File: config.mk
export PLATFORM = sky130hd
export DESIGN_NAME = division_float_param_flat
export DESIGN_NICKNAME = d
export VERILOG_FILES = /design/src/rtl/division_float_param_if.sv /design/src/rtl/division_float_param.sv /design/src/flat_wrapper.sv
export SDC_FILE = /design/constraint.sdc
export NUM_CORES = 1
export LEC_CHECK = 0
export ABC_AREA = 1
export CORE_MARGIN = 5
export CORE_UTILIZATION = 35
export CTS_CLUSTER_DIAMETER = 40
export CTS_CLUSTER_SIZE = 16
export DETAILED_ROUTE_END_ITERATION = 16
export PLACE_DENSITY = 0.51
export SYNTH_ARGS = -nofsm -noshare
export SYNTH_HDL_FRONTEND = slang
export SYNTH_SLANG_ARGS = --single-unit
File: constraint.sdc
create_clock -name clock -period 3.8 [get_ports clock]
set_input_delay 0.57 -clock clock [delete_from_list [all_inputs] [get_ports clock]]
set_output_delay 0.57 -clock clock [all_outputs]
set_load 0.03 [all_outputs]
File: src/rtl/division_float_param_if.sv
// Start/finish handshake and operand/result bundle for division_float_param.
// The overflow/underflow flags exist only when FLOAT_DIV_FLAGS_EN is defined.
interface division_float_param_if #(
  parameter int unsigned EXP_W = 8,
  parameter int unsigned MAN_W = 23
);
  localparam int unsigned W = 1 + EXP_W + MAN_W;

  logic         start;
  logic [W-1:0] operand1;
  logic [W-1:0] operand2;
  logic [W-1:0] result;
  logic         finish;
  logic         illegal;
  logic         busy;

`ifdef FLOAT_DIV_FLAGS_EN
  logic overflow;
  logic underflow;

  modport master (
    output start, operand1, operand2,
    input  result, finish, illegal, busy, overflow, underflow
  );
  modport slave (
    input  start, operand1, operand2,
    output result, finish, illegal, busy, overflow, underflow
  );
`else
  modport master (
    output start, operand1, operand2,
    input  result, finish, illegal, busy
  );
  modport slave (
    input  start, operand1, operand2,
    output result, finish, illegal, busy
  );
`endif
endinterface

File: src/rtl/division_float_param.sv
// Iterative restoring floating-point divider, RNE rounding, FTZ, fixed latency.
// Define FLOAT_DIV_FLAGS_EN to build the overflow/underflow status flags.
module division_float_param #(
  parameter int unsigned EXP_W = 8,
  parameter int unsigned MAN_W = 23
) (
  input logic                   clock,
  input logic                   reset,
  division_float_param_if.slave bus
);
  localparam int unsigned W         = 1 + EXP_W + MAN_W;
  localparam int unsigned EW        = EXP_W + 2;
  localparam int unsigned DivCycles = MAN_W + 3;
  localparam int unsigned CntW      = $clog2(DivCycles);
  localparam logic [EW-1:0]    Bias    = EW'((1 << (EXP_W - 1)) - 1);
  localparam logic [EXP_W-1:0] ExpOnes = '1;

  typedef enum logic [2:0] {StIdle, StUnpack, StDivide, StNorm, StRound, StDone} state_e;
  typedef enum logic [1:0] {SpNone, SpNan, SpInf, SpZero} special_e;

  state_e state_q, state_d;

  logic [W-1:0]     a_q, b_q;
  logic             sign_q;
  special_e         special_q;
  logic             special_ill_q;
  logic [MAN_W+1:0] rem_q;
  logic [MAN_W:0]   div_q;
  logic [MAN_W+2:0] quo_q;
  logic             sticky_q;
  logic [CntW-1:0]  cnt_q;
  logic [EW-1:0]    e_q;
  logic [W-1:0]     result_q;
  logic             illegal_q;

  // Operand classification (exponent field 0 is zero, denormals included)
  logic [EXP_W-1:0] e1, e2;
  logic [MAN_W-1:0] f1, f2;
  logic a_zero, a_inf, a_nan, b_zero, b_inf, b_nan;
  special_e sp;
  logic     sp_ill;

  assign e1 = a_q[W-2:MAN_W];
  assign f1 = a_q[MAN_W-1:0];
  assign e2 = b_q[W-2:MAN_W];
  assign f2 = b_q[MAN_W-1:0];

  always_comb begin
    a_zero = (e1 == '0);
    a_inf  = (e1 == ExpOnes) && (f1 == '0);
    a_nan  = (e1 == ExpOnes) && (f1 != '0);
    b_zero = (e2 == '0);
    b_inf  = (e2 == ExpOnes) && (f2 == '0);
    b_nan  = (e2 == ExpOnes) && (f2 != '0);
    sp     = SpNone;
    sp_ill = 1'b0;
    if (a_nan || b_nan || (a_zero && b_zero) || (a_inf && b_inf)) begin
      sp     = SpNan;
      sp_ill = 1'b1;
    end else if (b_zero && !a_inf) begin
      sp     = SpInf;
      sp_ill = 1'b1;
    end else if (a_inf) begin
      sp = SpInf;
    end else if (b_inf || a_zero) begin
      sp = SpZero;
    end
  end

  // One restoring step: remainder always stays below twice the divisor
  logic           rem_ge;
  logic [MAN_W:0] rem_sub;

  always_comb begin
    rem_ge  = (rem_q >= {1'b0, div_q});
    rem_sub = rem_ge ? (MAN_W + 1)'(rem_q - {1'b0, div_q}) : rem_q[MAN_W:0];
  end

  // Rounding on the normalised quotient: hidden bit at MSB, then guard and round bits
  logic [MAN_W:0]  frac_sum;
  logic            round_up;
  logic            carry;
  logic [EW-1:0]   e_rnd;
  logic            ovf, unf;
  logic [W-1:0]    res_comb;

  always_comb begin
    round_up = quo_q[1] && (quo_q[0] || sticky_q || quo_q[2]);
    frac_sum = {1'b0, quo_q[MAN_W+1:2]} + {{MAN_W{1'b0}}, round_up};
    carry    = frac_sum[MAN_W];
    e_rnd    = e_q + {{(EW-1){1'b0}}, carry};
    ovf      = !e_rnd[EW-1] && (e_rnd[EXP_W:0] >= {1'b0, ExpOnes});
    unf      = e_rnd[EW-1] || (e_rnd == '0);
    res_comb = '0;
    unique case (special_q)
      SpNan:  res_comb = {1'b0, ExpOnes, 1'b1, {(MAN_W-1){1'b0}}};
      SpInf:  res_comb = {sign_q, ExpOnes, {MAN_W{1'b0}}};
      SpZero: res_comb = {sign_q, {(W-1){1'b0}}};
      SpNone: begin
        if (ovf) begin
          res_comb = {sign_q, ExpOnes, {MAN_W{1'b0}}};
        end else if (unf) begin
          res_comb = {sign_q, {(W-1){1'b0}}};
        end else begin
          res_comb = {sign_q, e_rnd[EXP_W-1:0], frac_sum[MAN_W-1:0]};
        end
      end
    endcase
  end

  always_comb begin
    state_d = state_q;
    unique case (state_q)
      StIdle:   if (bus.start) state_d = StUnpack;
      StUnpack: state_d = StDivide;
      StDivide: if (cnt_q == CntW'(DivCycles - 1)) state_d = StNorm;
      StNorm:   state_d = StRound;
      StRound:  state_d = StDone;
      StDone:   state_d = StIdle;
      default:  state_d = StIdle;
    endcase
  end

  always_ff @(posedge clock) begin
    if (reset) state_q <= StIdle;
    else       state_q <= state_d;
  end

  always_ff @(posedge clock) begin
    if (reset) begin
      a_q           <= '0;
      b_q           <= '0;
      sign_q        <= 1'b0;
      special_q     <= SpNone;
      special_ill_q <= 1'b0;
      rem_q         <= '0;
      div_q         <= '0;
      quo_q         <= '0;
      sticky_q      <= 1'b0;
      cnt_q         <= '0;
      e_q           <= '0;
      result_q      <= '0;
      illegal_q     <= 1'b0;
    end else begin
      case (state_q)
        StIdle: begin
          if (bus.start) begin
            a_q <= bus.operand1;
            b_q <= bus.operand2;
          end
        end
        StUnpack: begin
          sign_q        <= a_q[W-1] ^ b_q[W-1];
          special_q     <= sp;
          special_ill_q <= sp_ill;
          rem_q         <= {2'b01, f1};
          div_q         <= {1'b1, f2};
          quo_q         <= '0;
          cnt_q         <= '0;
          e_q           <= {2'b00, e1} - {2'b00, e2} + Bias;
        end
        StDivide: begin
          rem_q <= {rem_sub, 1'b0};
          quo_q <= {quo_q[MAN_W+1:0], rem_ge};
          cnt_q <= cnt_q + 1'b1;
        end
        StNorm: begin
          sticky_q <= (rem_q != '0);
          if (!quo_q[MAN_W+2]) begin
            quo_q <= {quo_q[MAN_W+1:0], 1'b0};
            e_q   <= e_q - {{(EW-1){1'b0}}, 1'b1};
          end
        end
        StRound: begin
          result_q  <= res_comb;
          illegal_q <= special_ill_q;
        end
        default: ;
      endcase
    end
  end

  assign bus.result  = result_q;
  assign bus.illegal = illegal_q;
  assign bus.finish  = (state_q == StDone);
  assign bus.busy    = (state_q != StIdle);

`ifdef FLOAT_DIV_FLAGS_EN
  logic den_q, overflow_q, underflow_q;

  always_ff @(posedge clock) begin
    if (reset) begin
      den_q       <= 1'b0;
      overflow_q  <= 1'b0;
      underflow_q <= 1'b0;
    end else if (state_q == StUnpack) begin
      // Denormal dividend over a normal divisor: the true quotient was nonzero
      den_q <= a_zero && (f1 != '0) && !b_zero && (e2 != ExpOnes);
    end else if (state_q == StRound) begin
      overflow_q  <= (special_q == SpNone) && ovf;
      underflow_q <= ((special_q == SpNone) && !ovf && unf) || den_q;
    end
  end

  assign bus.overflow  = overflow_q;
  assign bus.underflow = underflow_q;
`endif

endmodule
File: src/flat_wrapper.sv
// flat-port wrapper written by rule: the top's interface ports become plain ports
module division_float_param_flat 
#(
  parameter int unsigned EXP_W = 8,
  parameter int unsigned MAN_W = 23
)
  (clock, reset, bus_start, bus_operand1, bus_operand2, bus_result, bus_finish, bus_illegal, bus_busy);
  division_float_param_if #(.EXP_W(EXP_W), .MAN_W(MAN_W)) bus_i ();
  input logic clock;
  input logic reset;
  input wire logic [$bits(bus_i.start)-1:0] bus_start;
  input wire logic [$bits(bus_i.operand1)-1:0] bus_operand1;
  input wire logic [$bits(bus_i.operand2)-1:0] bus_operand2;
  output wire logic [$bits(bus_i.result)-1:0] bus_result;
  output wire logic [$bits(bus_i.finish)-1:0] bus_finish;
  output wire logic [$bits(bus_i.illegal)-1:0] bus_illegal;
  output wire logic [$bits(bus_i.busy)-1:0] bus_busy;
  assign bus_i.start = bus_start;
  assign bus_i.operand1 = bus_operand1;
  assign bus_i.operand2 = bus_operand2;
  assign bus_result = bus_i.result;
  assign bus_finish = bus_i.finish;
  assign bus_illegal = bus_i.illegal;
  assign bus_busy = bus_i.busy;
  division_float_param #(.EXP_W(EXP_W), .MAN_W(MAN_W)) u_core (.clock(clock), .reset(reset), .bus(bus_i));
endmodule
# After elaboration in Yosys (flattened, before gate mapping)

Index checks and enable logic that the tools add are counted.

Register bits: 195
Latch bits: 0
RAM bits: 0
ROM bits: 0
Output and inout bits: 35
Word-level logic and storage cells: 94
Memories: 0

$add $sub $neg: 7
Multiply operators: 0
Div/mod/pow operators: 0
Magnitude comparators: 2
Equal/unequal tests: 14
Shift operators: 0
Mux-type cells: 19
Bitwise operators: 1
Reduce and logical (&&, ||, !) cells: 36

Operators with widths:

| cell                  | count |
|---|---|
| $pmux 32 s4           | 1 |
| $pmux 26 s3           | 1 |
| $mux 31               | 2 |
| $pmux 25 s2           | 1 |
| $logic_not 23->1      | 2 |
| $reduce_bool 23->1    | 2 |
| $mux 26               | 1 |
| $ge 25x24->1          | 1 |
| $reduce_bool 25->1    | 1 |
| $add 23x1->24         | 1 |
| $mux 24               | 1 |
| $sub 24x24->24        | 1 |
| $pmux 10 s2           | 1 |
| $eq 8x8->1 const B    | 2 |
| $logic_not 8->1       | 2 |
| $pmux 3 s5            | 1 |
| $add 10x1->10         | 1 |
| $add 10x7->10 const B | 1 |
| $logic_not 10->1      | 1 |
| $mux 10               | 1 |
| $pmux 5 s2            | 1 |
| $sub 10x1->10 const B | 1 |
| $ge 9x8->1 const B    | 1 |
| $logic_and 1x1->1     | 9 |
| other kinds (21)      | 42 |

# Depth between registers and ports, before layout

Gate-level depths: netlist of run 1.

Word-level depth: 10
Gate-level depth with buffers: 24

# Least setup slack after synthesis of run 1

No wires, ideal clock.

Path type: register -> register
Start point: register u_core.quo_q[9]
End point: register u_core.result_q[9] (netlist: u_core.bus.result[9])
Library setup time: 138 ps
Arrival: 2,850 ps
Slack: 812 ps
Cell stages (with the launch flop): 23
Buffers on the path: 1
Period minus slack after synthesis: 2,988 ps
Path through: dfxtp_1 > nand2_1 > nor2_4 > nand4_2 > nor2_4 > nand2_2 > nor2_2 > nand3_1 > nor4_2 > ha_1 > ha_1 > nand2_2 > inv_1 > nand2_1 > nand2_1 > nand2_1 > nor2_1 > nand4_4 > nand2_4 > nor2_4 > buf_12 > o21ai_2 > a21oi_2

Cells in the longest elaborated chain, start to end: 7
Elaborated cells on any way between the ends: 10
Classes of those cells: add/sub: 2; order compare: 1; mux: 3; reduce/logical: 4

RTL lines:

| item                                                                  | RTL line                    | RTL |
|---|---|---|
| start: declaration                                                    | division_float_param.sv:29  | `logic [MAN_W+2:0] quo_q;` |
| start signal: assignment                                              | division_float_param.sv:164 | `quo_q <= {quo_q[MAN_W+1:0], rem_ge};` |
| start signal: assignment                                              | division_float_param.sv:170 | `quo_q <= {quo_q[MAN_W+1:0], 1'b0};` |
| $add 23x1->24 (*)                                                     | division_float_param.sv:89  | `frac_sum = {1'b0, quo_q[MAN_W+1:2]} + {{MAN_W{1'b0}}, round_up};` |
| parallel branches: the longest is 4 deep, another holds $add 10x1->10 | -                           |  |
| $mux 31 (*)                                                           | division_float_param.sv:100 | `if (ovf) begin` |
| $pmux 32 s4 (*)                                                       | division_float_param.sv:95  | `unique case (special_q)` |
| end signal: assignment                                                | division_float_param.sv:175 | `result_q <= res_comb;` |
| end: declaration                                                      | division_float_param.sv:33  | `logic [W-1:0] result_q;` |

Every way passes the cells marked *.
A chain may end at the register's enable or synchronous reset.

# Worst setup path after layout of run 1

Start point: register u_core.quo_q[1]
End point: register u_core.result_q[13] (netlist: u_core.bus.result[13])

Cells in the longest elaborated chain, start to end: 8
Elaborated cells on any way between the ends: 11
Classes of those cells: add/sub: 2; order compare: 1; mux: 3; reduce/logical: 5

RTL lines:

| item                                                                  | RTL line                    | RTL |
|---|---|---|
| $logic_and 1x1->1 (*)                                                 | division_float_param.sv:88  | `round_up = quo_q[1] && (quo_q[0] \|\| sticky_q \|\| quo_q[2]);` |
| $add 23x1->24 (*)                                                     | division_float_param.sv:89  |  |
| parallel branches: the longest is 4 deep, another holds $add 10x1->10 | -                           |  |
| $mux 31 (*)                                                           | division_float_param.sv:100 |  |
| $pmux 32 s4 (*)                                                       | division_float_param.sv:95  |  |

Marked as above.

==> results of run 1 <==
==> per-stage QoR <==
stage / total power [uW] / instance area, um2 / hold slack, ns / utilization
2_1_floorplan: 6608 / 11370 / 0.4297 / -
3_3_place_gp: 7891 / 12730 / 0.4532 / 0.3941
3_5_place_dp: 7899 / 12730 / 0.4589 / 0.3941
4_1_cts: 9815 / 13320 / 0.4703 / 0.4127
5_1_grt: 10700 / 13380 / 0.4925 / 0.4142
6_report: 9791 / 13380 / 0.4675 / 0.4142
==> layout by cell type (no fill, tap or decap), drive strengths merged <==
| master | count |
|---|---|
| dfxtp | 195 |
| o21ai | 147 |
| xnor2 | 10 |
| o31ai | 1 |
| a41oi | 2 |
| and2 | 1 |
| fa | 2 |
| nand2 | 347 |
| bufinv | 2 |
| o22ai | 1 |
| nand4 | 54 |
| clkinvlp | 3 |
| o21a | 1 |
| or2 | 1 |
| nand3b | 13 |
| nor2 | 152 |
| clkbuf | 17 |
| o21bai | 6 |
| o221a | 1 |
| nand3 | 112 |
| a2111oi | 1 |
| inv | 259 |
| nor3 | 18 |
| clkinv | 4 |
| nor4 | 6 |
| a211oi | 3 |
| buf | 18 |
| xor2 | 13 |
| a31oi | 5 |
| a21oi | 242 |
| ha | 39 |
| o2bb2ai | 1 |
| clkdlybuf4s50 | 100 |
==> worst reg2reg max path: stages, from the launching register on <==
cell and delay, ns:
dfxtp_1 0.37, nand2_1 0.11, nor2_2 0.17, nand4_2 0.15, nor2_4 0.17, nand2_2 0.08, nor2_2 0.15, nand3_1 0.17
nor4_4 0.24, ha_2 0.28, ha_1 0.20, nand2_2 0.09, inv_1 0.11, nand2_1 0.05, nand2_1 0.09, inv_2 0.05
nand2_1 0.05, nor2_1 0.05, nand3_2 0.07, nand3_2 0.14, nor2_4 0.36, nand2_1 0.12, a21oi_1 0.13
==> metal layers <==
| metal | part of all wire | wire length [um] | vias up | track usage |
|---|---|---|---|---|
| met5 | 0 | 0 | - | 0 |
| met4 | 0.015 | 508 | 0 | 0.04641 |
| met3 | 0.037 | 1230 | 30 | 0.03021 |
| met2 | 0.43 | 14180 | 170 | 0.2826 |
| met1 | 0.52 | 17070 | 4972 | 0.2662 |
| li1 | - | - | 5694 | - |
==> report_power, final <==
part / switching [uW] / internal [uW]
Sequential: 326 / 2390
Combinational: 3470 / 1740
Clock: 879 / 989
Total: 4670 / 5120
==> flip-flops by register name, indices dropped and copies added, names as in the netlist <==
signal                cells
u_core.e_q               10
u_core.cnt_q              5
u_core.bus.result        32
u_core.rem_q             25
u_core.b_q               32
u_core.special_ill_q      1
u_core.special_q          2
u_core.state_q            3
u_core.div_q             24
u_core.sticky_q           1
u_core.sign_q             1
u_core.a_q               32
u_core.bus.illegal        1
u_core.quo_q             26
==> worst paths after layout <==
check,end,cells past startpoint
setup / recovery,u_core.bus.result[13],22
hold / removal,u_core.bus.result[15],2
setup reg to reg,u_core.bus.result[13],22
hold reg to reg,u_core.bus.result[15],2
==> cells in the mapped netlist, types with 3 or more instances <==
master	count
a211oi_1	3
a21oi_1	227
a21oi_2	15
a31oi_1	5
buf_2	17
buf_4	3
buf_6	3
clkbuf_1	49
dfxtp_1	195
ha_1	39
inv_1	244
inv_2	8
nand2_1	338
nand2_2	7
nand3_1	95
nand3_2	15
nand3b_1	13
nand4_1	52
nor2_1	135
nor2_2	8
nor2_4	8
nor3_1	18
nor4_1	4
o21ai_0	142
o21ai_2	4
o21bai_1	6
xnor2_1	10
xor2_1	13
==> cell families after synthesis <==
group	share of synthesized area
AOI/OAI and AO/OA	0.1921
xor gates and xnor gates	0.01771
adders and majority gates	0.04642
buffers and inverters	0.1147
DFF	0.3432
and+or+nand+nor	0.2859
==> what timing repair did <==
item / in CTS / in global routing
pin swaps: 0 / 3
endpoints found under the setup margin: 2 / 29
buffers inserted: 0 / 2
gates cloned: 0 / 1
endpoints found under the hold margin: 0 / 0
gates resized for setup: 1 / 4
hold buffers: 0 / 0
==> area by class of cell <==
cell class / instances / share of cell area
multi-input combinational: 1179 / 0.4644
sequential: 195 / 0.2920
timing repair buffer: 118 / 0.08662
inverter: 253 / 0.07119
tap: 442 / 0.04135
clock buffer: 17 / 0.03181
clock inverter: 15 / 0.01272
==> results by group, run 1 <==
Cells and area
  • Fillcell total: approximately 3500
  • Finished Layout Cells: 2219
  • # diodes: 0
  • Final #Nets: 1872
  • Layout cells sized above 1: 0.07485
  • Register area: about 0.004 mm2
  • Area Overhead vs Synth: 17.59%
  • Multi-input logic area: 0.006211 mm2

Setup path
  • Crit path max-delay cell type: dfxtp_1
  • Required time worst endpoint: 4.18 ns
  • Worst Path Buf+Inv: 2
  • Worst-path cell chain: nand2_1 > nor2_2 > nand4_2 > nor2_4 > nand2_2 > nor2_2 > nand3_1 > nor4_4 > ha_2 > ha_1 > nand2_2 > inv_1 > nand2_1 > nand2_1 > inv_2 > nand2_1 > nor2_1 > nand3_2 > nand3_2 > nor2_4 > nand2_1 > a21oi_1
  • Crit path DAT: 3.86 ns
  • RR Startpoint: u_core.quo_q[1]
  • CP Class: flop to flop
  • Reg-to-reg setup timing slack: 0.32 ns
  • Crit path max-delay family: simple AND/OR/NAND/NOR gates
  • Slowest cell delay on critical path: 0.37 ns
  • Worst-path fanout max: 10
  • Crit path top cell by count: nand2_1
  • Startpoint types: flop
  • Setup crit start: u_core.quo_q[1]
  • Crit end category: flop

Global route
  • Grt total ovfl: 0
  • Vias in the first global route: 10540
  • First-pass GRT wire length: 54.22 mm
  • Pin count of the biggest net entering global routing: 129
  • Initial antenna violation count: 0
  • GRT Resource Usage Total: 0.1828

Logic synthesis
  • Register area share after synthesis: 0.3432
  • Share of Yosys cell area claimed by the top area cell type: 0.3432
  • Unique masters post-synth: 47
  • Syn nets: 1809
  • #FFs+latches synth: 195
  • Post-Syn Instances: around 1700
  • Syn_area_per_cell: about 6.7 um2
  • Async S/R FF share, synth: 0
  • Area leader, netlist: dfxtp_1
  • Mapped Area: between 0.01 and 0.015 mm2
  • Post-synth EDFFs: 0
  • Synth area leaders: dfxtp_1, nand2_1, a21oi_1, inv_1, o21ai_0
  • Top FF cell, synth: dfxtp_1
  • YS warnings: 0

Floorplanning
  • Core box area: 0.03229 mm2
  • Die Ht: ~190 um
  • Initial Util: 0.3523
  • Die width: 190.3 um
  • Die area: 0.03620 mm2
  • Ports: ~100
  • Core Rows: 66

Detailed routing
  • DRT iter0 DRCs: 583
  • WL/cell: 14.87 um
  • DRC viols: 0
  • Vias: 10866
  • First-pass DRT Iterations: 5
  • Via density per instance: 4.897
  • Antenna viol nets, final: 0
  • DRT Wirelength: 32.99 mm

Clock network
  • Clk root buf: clkbuf_16
  • TritonCTS Sinks: 195
  • CTS HTree Levels: 4
  • CTS Buffer Depth: 2
  • Reg clk slew, reported paths: 0.07 ns
  • Worst-Skew Late Latency: 0.45 ns
  • CTS Buf Count: 17
  • CTS tree: built

Timing
  • Final WS setup: between 0.3 and 0.4 ns
  • Final period utilization: 0.9152
  • Max-slew violations: 0
  • Setup Skew: 0.01120 ns
  • Setup violators final: 0
  • Relative slew slack: 0.2135
  • Maximum clock frequency: 287.5 MHz
  • Setup TNS: 0 ns
  • Hold Vio Cnt, Final: 0
  • Tmin final: between 3 and 4 ns
  • Worst Tran Pin Value: 1.180 ns
  • RSZ-0062 raised after global routing: false

Min path
  • Hold Startpoint: u_core.bus.result[15]
  • Worst Hold Class: flop to flop

Placed design
  • Gpl congestion: 0.9747
  • IO buf count: roughly 100
  • Post-DP HPWL: approximately 24 mm
  • DP Worst Slack: between 0.007 and 0.008 ns
  • Placed instance count: 2184

Power and ir drop
  • Pwr per Cell Area: 732.0 mW/mm2
  • Max IR drop VDD: 0.0005017 V
  • Static leakage: ~0.0055 uW

Job
  • Max Cap Viol: 0

Run status
  • Status: completed
Power figures use the tool's default switching activity.
==> inputs of run 2 (changes only) <==
--- a/config.mk
+++ b/config.mk
@@ -5,12 +5,12 @@
 export SDC_FILE = /design/constraint.sdc
 export NUM_CORES = 1
 export LEC_CHECK = 0
-export ABC_AREA = 1
 export CORE_MARGIN = 5
 export CORE_UTILIZATION = 35
 export CTS_CLUSTER_DIAMETER = 40
 export CTS_CLUSTER_SIZE = 16
 export DETAILED_ROUTE_END_ITERATION = 16
+export GPL_TIMING_DRIVEN = 0
 export PLACE_DENSITY = 0.51
 export SYNTH_ARGS = -nofsm -noshare
 export SYNTH_HDL_FRONTEND = slang
==> run 2 against run 1 <==
First-iteration DRC count shrank 11%. Clock power is essentially flat. Non-clock buffer count grew 56. Via count shrank 14%. Register-to-register slack lost 0.09 ns. Critical path type unchanged. Cell area shrank 8.2%. Sequential power shrank 14%. Largest power group is now sequential cells. Final cell count shrank 18%. Sequential share of layout area grew 2.7 points. Flip-flop and latch count is the same.
==> results by group, run 2 <==
Placed design
  • Post-DP HPWL: roughly 24 mm
  • Gpl congestion: 0.8882
  • IO buf count: 100
  • DP Worst Slack: -0.4637 ns

Setup path
  • Crit path DAT: 3.95 ns
  • Worst-path fanout max: 10
  • Reg-to-reg setup timing slack: between 0.2 and 0.25 ns
  • Setup crit start: u_core.quo_q[4]
  • Crit end category: flop
  • Worst flop-to-flop path endpoint: u_core.bus.result[3]
  • Reg2reg path depth: 18
  • Startpoint types: flop
  • Required time worst endpoint: about 4.2 ns
  • CP Class: flop to flop
  • RR Startpoint: u_core.quo_q[4]

Power and ir drop
  • Pwr per Cell Area: roughly 530 mW/mm2
  • Seq pwr share: 0.359
  • Max IR drop VDD: 0.0002823 V
  • Cell-internal power: 4093 uW
  • Static leakage: 0.004421 uW
  • Sw Pwr: about 2400 uW
  • Switching fraction of total power: 0.3740
  • Comb pwr share: 0.351
  • Fraction of power consumed by the clock network: 0.290

Floorplanning
  • Ports: 102
  • Core box area: 0.02863 mm2
  • Initial Util: 0.3534
  • Die width: between 150 and 200 um
  • Core Rows: 62
  • Die area: 0.03240 mm2
  • Die Ht: 180.0 um

Global route
  • Grt total ovfl: 0
  • Pin count of the biggest net entering global routing: 21
  • GRT Resource Usage Total: 0.1844
  • Vias in the first global route: 8884
  • Initial antenna violation count: 0
  • First-pass GRT wire length: 48.33 mm

Clock network
  • Clk root buf: clkbuf_16
  • CTS HTree Levels: 4
  • TritonCTS Sinks: 195
  • CTS tree: built
  • Worst-Skew Late Latency: between 0.4 and 0.5 ns
  • Reg clk slew, reported paths: 0.08 ns
  • Hold Buf Count CTS: 0
  • CTS Buf Count: 17
  • CTS Buffer Depth: 2

Min path
  • WHS Endpoint: u_core.bus.result[15]
  • Hold path cells: 2
  • Hold Startpoint: u_core.bus.result[15]
  • Worst Hold Class: flop to flop

Detailed routing
  • DRT Wirelength: 30.69 mm
  • First-pass DRT Iterations: 4
  • Via density per instance: 5.158
  • WL/cell: 16.95 um
  • DRC viols: 0
  • DRT iter0 DRCs: 519
  • Vias: 9341
  • Antenna viol nets, final: 0

Timing
  • Final period utilization: 0.9390
  • Final WS setup: 0.2318 ns
  • Max-slew violations: 0
  • Setup Skew: 0.01755 ns
  • Maximum clock frequency: 280.3 MHz
  • Hold_ws: 0.4548 ns
  • Hold Vio Cnt, Final: 0
  • Tmin final: 3.568 ns
  • Worst Tran Pin Value: 0.8891 ns
  • Relative slew slack: 0.4027
  • Setup violators final: 0

Cells and area
  • Layout cells sized above 1: 0.06727
  • Commonest non-fill, non-tap cells in the layout: nand2_1, dfxtp_1, a21oi_1, nor2_1, clkdlybuf4s50_1
  • Area Overhead vs Synth: 21.43%
  • Most common cell after layout, fill and taps aside: nand2_1
  • Fillcell total: ~3000
  • # diodes: 0
  • Final #Nets: 1522

Job
  • Max Cap Viol: 0

Logic synthesis
  • Top FF cell, synth: dfxtp_1
  • Post-Syn Instances: approximately 1300
  • Synth top cells by count: nand2_1, dfxtp_1, a21oi_1, nor2_1, clkbuf_1
  • Syn_area_per_cell: 7.823 um2
  • Top-count cell post-synth: nand2_1
  • Unique masters post-synth: 75
  • YS warnings: 0
  • Mapped Area: 0.01011 mm2
  • Synth area leaders: dfxtp_1, nand2_1, a21oi_1, ha_1, nor2_1
  • Async S/R FF share, synth: 0
  • #FFs+latches synth: 195
  • Syn nets: 1401
  • Area leader, netlist: dfxtp_1
  • Share of Yosys cell area claimed by the top area cell type: 0.3859
  • Register area share after synthesis: 0.3859
  • Post-synth EDFFs: 0

Run status
  • Status: completed
## run 2: timing repair
action                     in CTS  in global routing
setup endpoints to repair      24                 22
buffers inserted                0                  2
resized for setup               9                  9
pin swaps                       0                  1
## run 2: cell type report
| cell class | instances | area, um2 | area share |
|---|---|---|---|
| multi-input cells | 969 | 5729 | 0.4665 |
| flip-flops and latches | 195 | 3913 | 0.3186 |
| repair buffers | 102 | 1016 | 0.08272 |
| well taps | 384 | 480.5 | 0.03912 |
| clock buffers | 18 | 439.2 | 0.03576 |
| plain buffers | 72 | 311.5 | 0.02537 |
| inverters | 57 | 214.0 | 0.01742 |
| clock inverters | 14 | 178.9 | 0.01457 |
## run 2: power by group through the flow
stage / clock, uW / sequential (uW) / combinational, uW
3_5_place_dp: 0 / 2390 / 2270
5_1_grt: 2010 / 2360 / 2530
2_1_floorplan: 0 / 2320 / 1710
6_report: 1900 / 2350 / 2290
4_1_cts: 1940 / 2340 / 2280
3_3_place_gp: 0 / 2390 / 2270
## run 2: worst max path at each step
stage                       endpoint  cells past startpoint
2_1_floorplan  u_core.bus.result[11]                     17
3_3_place_gp    u_core.bus.result[4]                     17
3_5_place_dp    u_core.bus.result[3]                     17
4_1_cts         u_core.bus.result[3]                     17
5_1_grt         u_core.bus.result[3]                     17
6_report        u_core.bus.result[3]                     18
## run 2: logic make-up after synthesis
group                    Yosys count  share of synthesized area
XOR/XNOR                          61                    0.05468
AO/OA/AOI/OAI                    343                     0.2144
adder cells (fa/ha/maj)           41                    0.05220
AND/OR/NAND/NOR                  511                     0.2277
multiplexers                      13                    0.01311
buffers and inverters            129                    0.05195
flip-flops                       195                     0.3859
## run 2: worst max-delay path, cell delays in order, from the launching register on
cell and delay [ns]:
dfxtp_2 0.38, and3_1 0.18, and3_4 0.21, nand2_1 0.09, nor2_4 0.14, nand2_2 0.12, nor4_4 0.27, ha_2 0.24
ha_2 0.22, nand3_2 0.12, nor2_1 0.13, xor2_1 0.09, buf_4 0.15, a21boi_2 0.12, o21a_4 0.18, inv_2 0.03
or4_4 0.52, buf_6 0.18, o21ai_2 0.13
## run 2: per-stage QoR
| step | TNS, ns | power [uW] | cells | area, um2 | utilization |
|---|---|---|---|---|---|
| after floorplan | 0 | 4031 | 1293 | 10110 | - |
| after global placement | -8.918 | 4661 | 1777 | 11600 | 0.4051 |
| after detailed placement | -9.759 | 4666 | 1777 | 11600 | 0.4051 |
| after CTS | 0 | 6569 | 1809 | 12250 | 0.4278 |
| after global routing | -0.007910 | 6908 | 1811 | 12280 | 0.4291 |
| final | 0 | 6538 | 1811 | 12280 | 0.4291 |
## run 2: routing by layer
metal | part of all wire | wire (um) | track usage
met1 | 0.48 | 14580 | 0.2484
met2 | 0.47 | 14310 | 0.3066
met3 | 0.042 | 1285 | 0.03153
met4 | 0.017 | 516 | 0.04968
met5 | 0 | 0 | 0
==> inputs of run 3 (changes only) <==
--- a/config.mk
+++ b/config.mk
@@ -11,7 +11,7 @@
 export CTS_CLUSTER_SIZE = 16
 export DETAILED_ROUTE_END_ITERATION = 16
 export GPL_TIMING_DRIVEN = 0
-export PLACE_DENSITY = 0.51
+export PLACE_DENSITY = 0.53
 export SYNTH_ARGS = -nofsm -noshare
 export SYNTH_HDL_FRONTEND = slang
 export SYNTH_SLANG_ARGS = --single-unit
==> constraint.sdc (replaced) <==
create_clock -name clock -period 3 [get_ports clock]
set_input_delay 0.45 -clock clock [delete_from_list [all_inputs] [get_ports clock]]
set_output_delay 0.45 -clock clock [all_outputs]
set_load 0.03 [all_outputs]
==> run 3 against run 2 <==
The run now ends with negative setup slack left. Global-route usage about the same. Register-to-register slack got worse by 0.53 ns. Clock-buffer cell count fell by 1. Worst setup slack got worse by 0.53 ns. Worst hold slack got worse by 0.0078 ns. Power is 28% higher. Final cell count up 1.5%. Flip-flop and latch count is the same. Combinational power rose by 38%. Sequential power increased by 26%. Sequential share of layout area is 0.95 points lower. Critical path depth grew 1.
==> results by group, run 3 (same netlist as run 2, synthesis figures left out) <==
Run status
  • Status: complete, but fails checks
  • Failing checks: negative setup slack

Clock network
  • Reg clk slew, reported paths: 0.07 ns
  • CTS HTree Levels: 4
  • CTS Buf Count: 17
  • Hold Buf Count CTS: 0
  • Worst-Skew Late Latency: 0.44 ns
  • Clk root buf: clkbuf_16
  • TritonCTS Sinks: slightly below 200
  • CTS tree: built
  • CTS Buffer Depth: 2

Timing
  • Tmin final: 3.302 ns
  • Relative slew slack: 0.4061
  • Final period utilization: 1.101
  • Hold Vio Cnt, Final: 0
  • Final WS setup: -0.3024 ns
  • Setup Skew: 0.01525 ns
  • Setup TNS: -6.293 ns
  • RSZ-0062 raised after global routing: true
  • Worst Tran Pin Value: 0.8855 ns
  • Setup violators final: 23
  • Maximum clock frequency: 302.8 MHz
  • Max-slew violations: 0
  • Hold_ws: 0.4470 ns

Setup path
  • Reg-to-reg setup timing slack: -0.30 ns
  • Slowest cell delay on critical path: 0.53 ns
  • Crit end category: flop
  • Startpoint types: flop
  • RR Startpoint: u_core.quo_q[6]
  • CP Class: flop to flop
  • Worst flop-to-flop path endpoint: u_core.bus.result[16]
  • Worst-path cell chain: and3_4 > and3_4 > nand2_4 > nor2_4 > nand2_4 > nor4_4 > ha_2 > ha_4 > nand3_4 > nor2_4 > xor2_2 > buf_4 > a21boi_2 > o21a_4 > inv_2 > or4_4 > buf_6 > buf_8 > o21ai_2
  • Setup crit start: u_core.quo_q[6]
  • Crit path capture: u_core.bus.result[16]
  • Required time worst endpoint: 3.37 ns
  • Crit path DAT: 3.67 ns
  • Worst-path fanout max: 5
  • Crit path max-delay cell type: or4_4
  • Reg2reg path depth: 19

Cells and area
  • Commonest non-fill, non-tap cells in the layout: nand2_1, dfxtp_1, a21oi_1, nor2_1, clkdlybuf4s50_1
  • Most common cell after layout, fill and taps aside: nand2_1
  • Layout cells sized above 1: 0.1039
  • Area Overhead vs Synth: 25.57%
  • Multi-input logic area: 0.005892 mm2
  • Register area: 0.003925 mm2
  • Core Util, Final: 0.4437
  • Finished Layout Cells: 1838
  • Fillcell total: 2944
  • Final #Nets: 1550
  • # diodes: 0

Floorplanning
  • Ports: 102
  • Die area: 0.03240 mm2
  • Core Rows: 62
  • Initial Util: 0.3534
  • Die width: between 150 and 200 um
  • Die Ht: 180.0 um
  • Core box area: 0.02863 mm2

Detailed routing
  • Via density per instance: just over 5
  • WL/cell: about 17 um
  • First-pass DRT Iterations: 5
  • DRT Wirelength: 30.54 mm
  • Antenna viol nets, final: 0
  • DRC viols: 0
  • Vias: 9467
  • DRT iter0 DRCs: 506

Power and ir drop
  • Sw Pwr: about 3100 uW
  • Max IR drop VDD: roughly 0.00042 V
  • Cell-internal power: 5223 uW
  • Static leakage: 0.004640 uW
  • Comb pwr share: 0.379
  • Pwr per Cell Area: 658.2 mW/mm2
  • Switching fraction of total power: 0.3752
  • Seq pwr share: 0.354
  • Fraction of power consumed by the clock network: 0.268

Global route
  • First-pass GRT wire length: 48.87 mm
  • GRT Resource Usage Total: 0.1843
  • Pin count of the biggest net entering global routing: 20
  • Grt total ovfl: 0
  • Initial antenna violation count: 0
  • Vias in the first global route: 9131

Min path
  • Worst Hold Class: flop to flop

Placed design
  • IO buf count: 100
  • Gpl congestion: approximately 0.88
  • Placed instance count: about 1800
  • Post-DP HPWL: roughly 23 mm

Job
  • Max Cap Viol: 0
## run 3: worst max-delay path, delay by kind of cell, from the launching register on
kind	cells	cell delay, ns
XOR/XNOR	1	0.08
AO/OA/AOI/OAI	3	0.37
adder cells (fa/ha/maj)	2	0.41
AND/OR/NAND/NOR	9	1.57
flip-flops	1	0.33
buffers and inverters	4	0.45
## run 3: what timing repair did
item	in CTS	in global routing
pin swaps	13	7
buffers inserted	19	12
resized for setup	26	29
endpoints found under the setup margin	49	53
cloned	2	0
## run 3: power by group through the flow
stage | logic [uW] | clock network, uW | registers (uW)
final | 3170 | 2240 | 2960
after global routing | 3510 | 2380 | 2980
after CTS | 2950 | 2290 | 2950
after detailed placement | 2890 | 0 | 3020
after global placement | 2890 | 0 | 3010
after floorplan | 2160 | 0 | 2950
## run 3: final cells by class
class,count,share of cell area
well taps,384,0.03783
clock inverters,14,0.01044
multi-input cells,969,0.4639
flip-flops and latches,195,0.3090
repair buffers,132,0.1025
clock buffers,17,0.03349
inverters,57,0.01685
plain buffers,70,0.02601
## run 3: worst min path at each step
stage                           from               endpoint  slack (ns)  cells past startpoint
2_1_floorplan       u_core.div_q[10]       u_core.div_q[10]        0.44                      2
3_3_place_gp   u_core.bus.result[11]  u_core.bus.result[11]        0.44                      2
3_5_place_dp    u_core.bus.result[9]   u_core.bus.result[9]        0.44                      2
4_1_cts         u_core.bus.result[0]   u_core.bus.result[0]        0.45                      2
5_1_grt         u_core.bus.result[0]   u_core.bus.result[0]        0.47                      2
6_report        u_core.bus.result[0]   u_core.bus.result[0]        0.45                      2
## run 3: metrics by stage
| stage | setup WS, ns | total power, uW | area (um2) |
|---|---|---|---|
| 5_1_grt | -0.4227 | 8871 | 12700 |
| 2_1_floorplan | -0.2365 | 5110 | 10190 |
| 3_3_place_gp | -0.6924 | 5900 | 11670 |
| 4_1_cts | -0.3097 | 8194 | 12520 |
| 3_5_place_dp | -0.6878 | 5905 | 11670 |
| 6_report | -0.3024 | 8360 | 12700 |
## run 3: routing by layer
| metal | part of all wire | routed length (um) | GRT usage |
|---|---|---|---|
| met5 | 0 | 0 | 0 |
| met4 | 0.015 | 467 | 0.04541 |
| met3 | 0.041 | 1249 | 0.02789 |
| met2 | 0.46 | 13950 | 0.3021 |
| met1 | 0.49 | 14870 | 0.2560 |
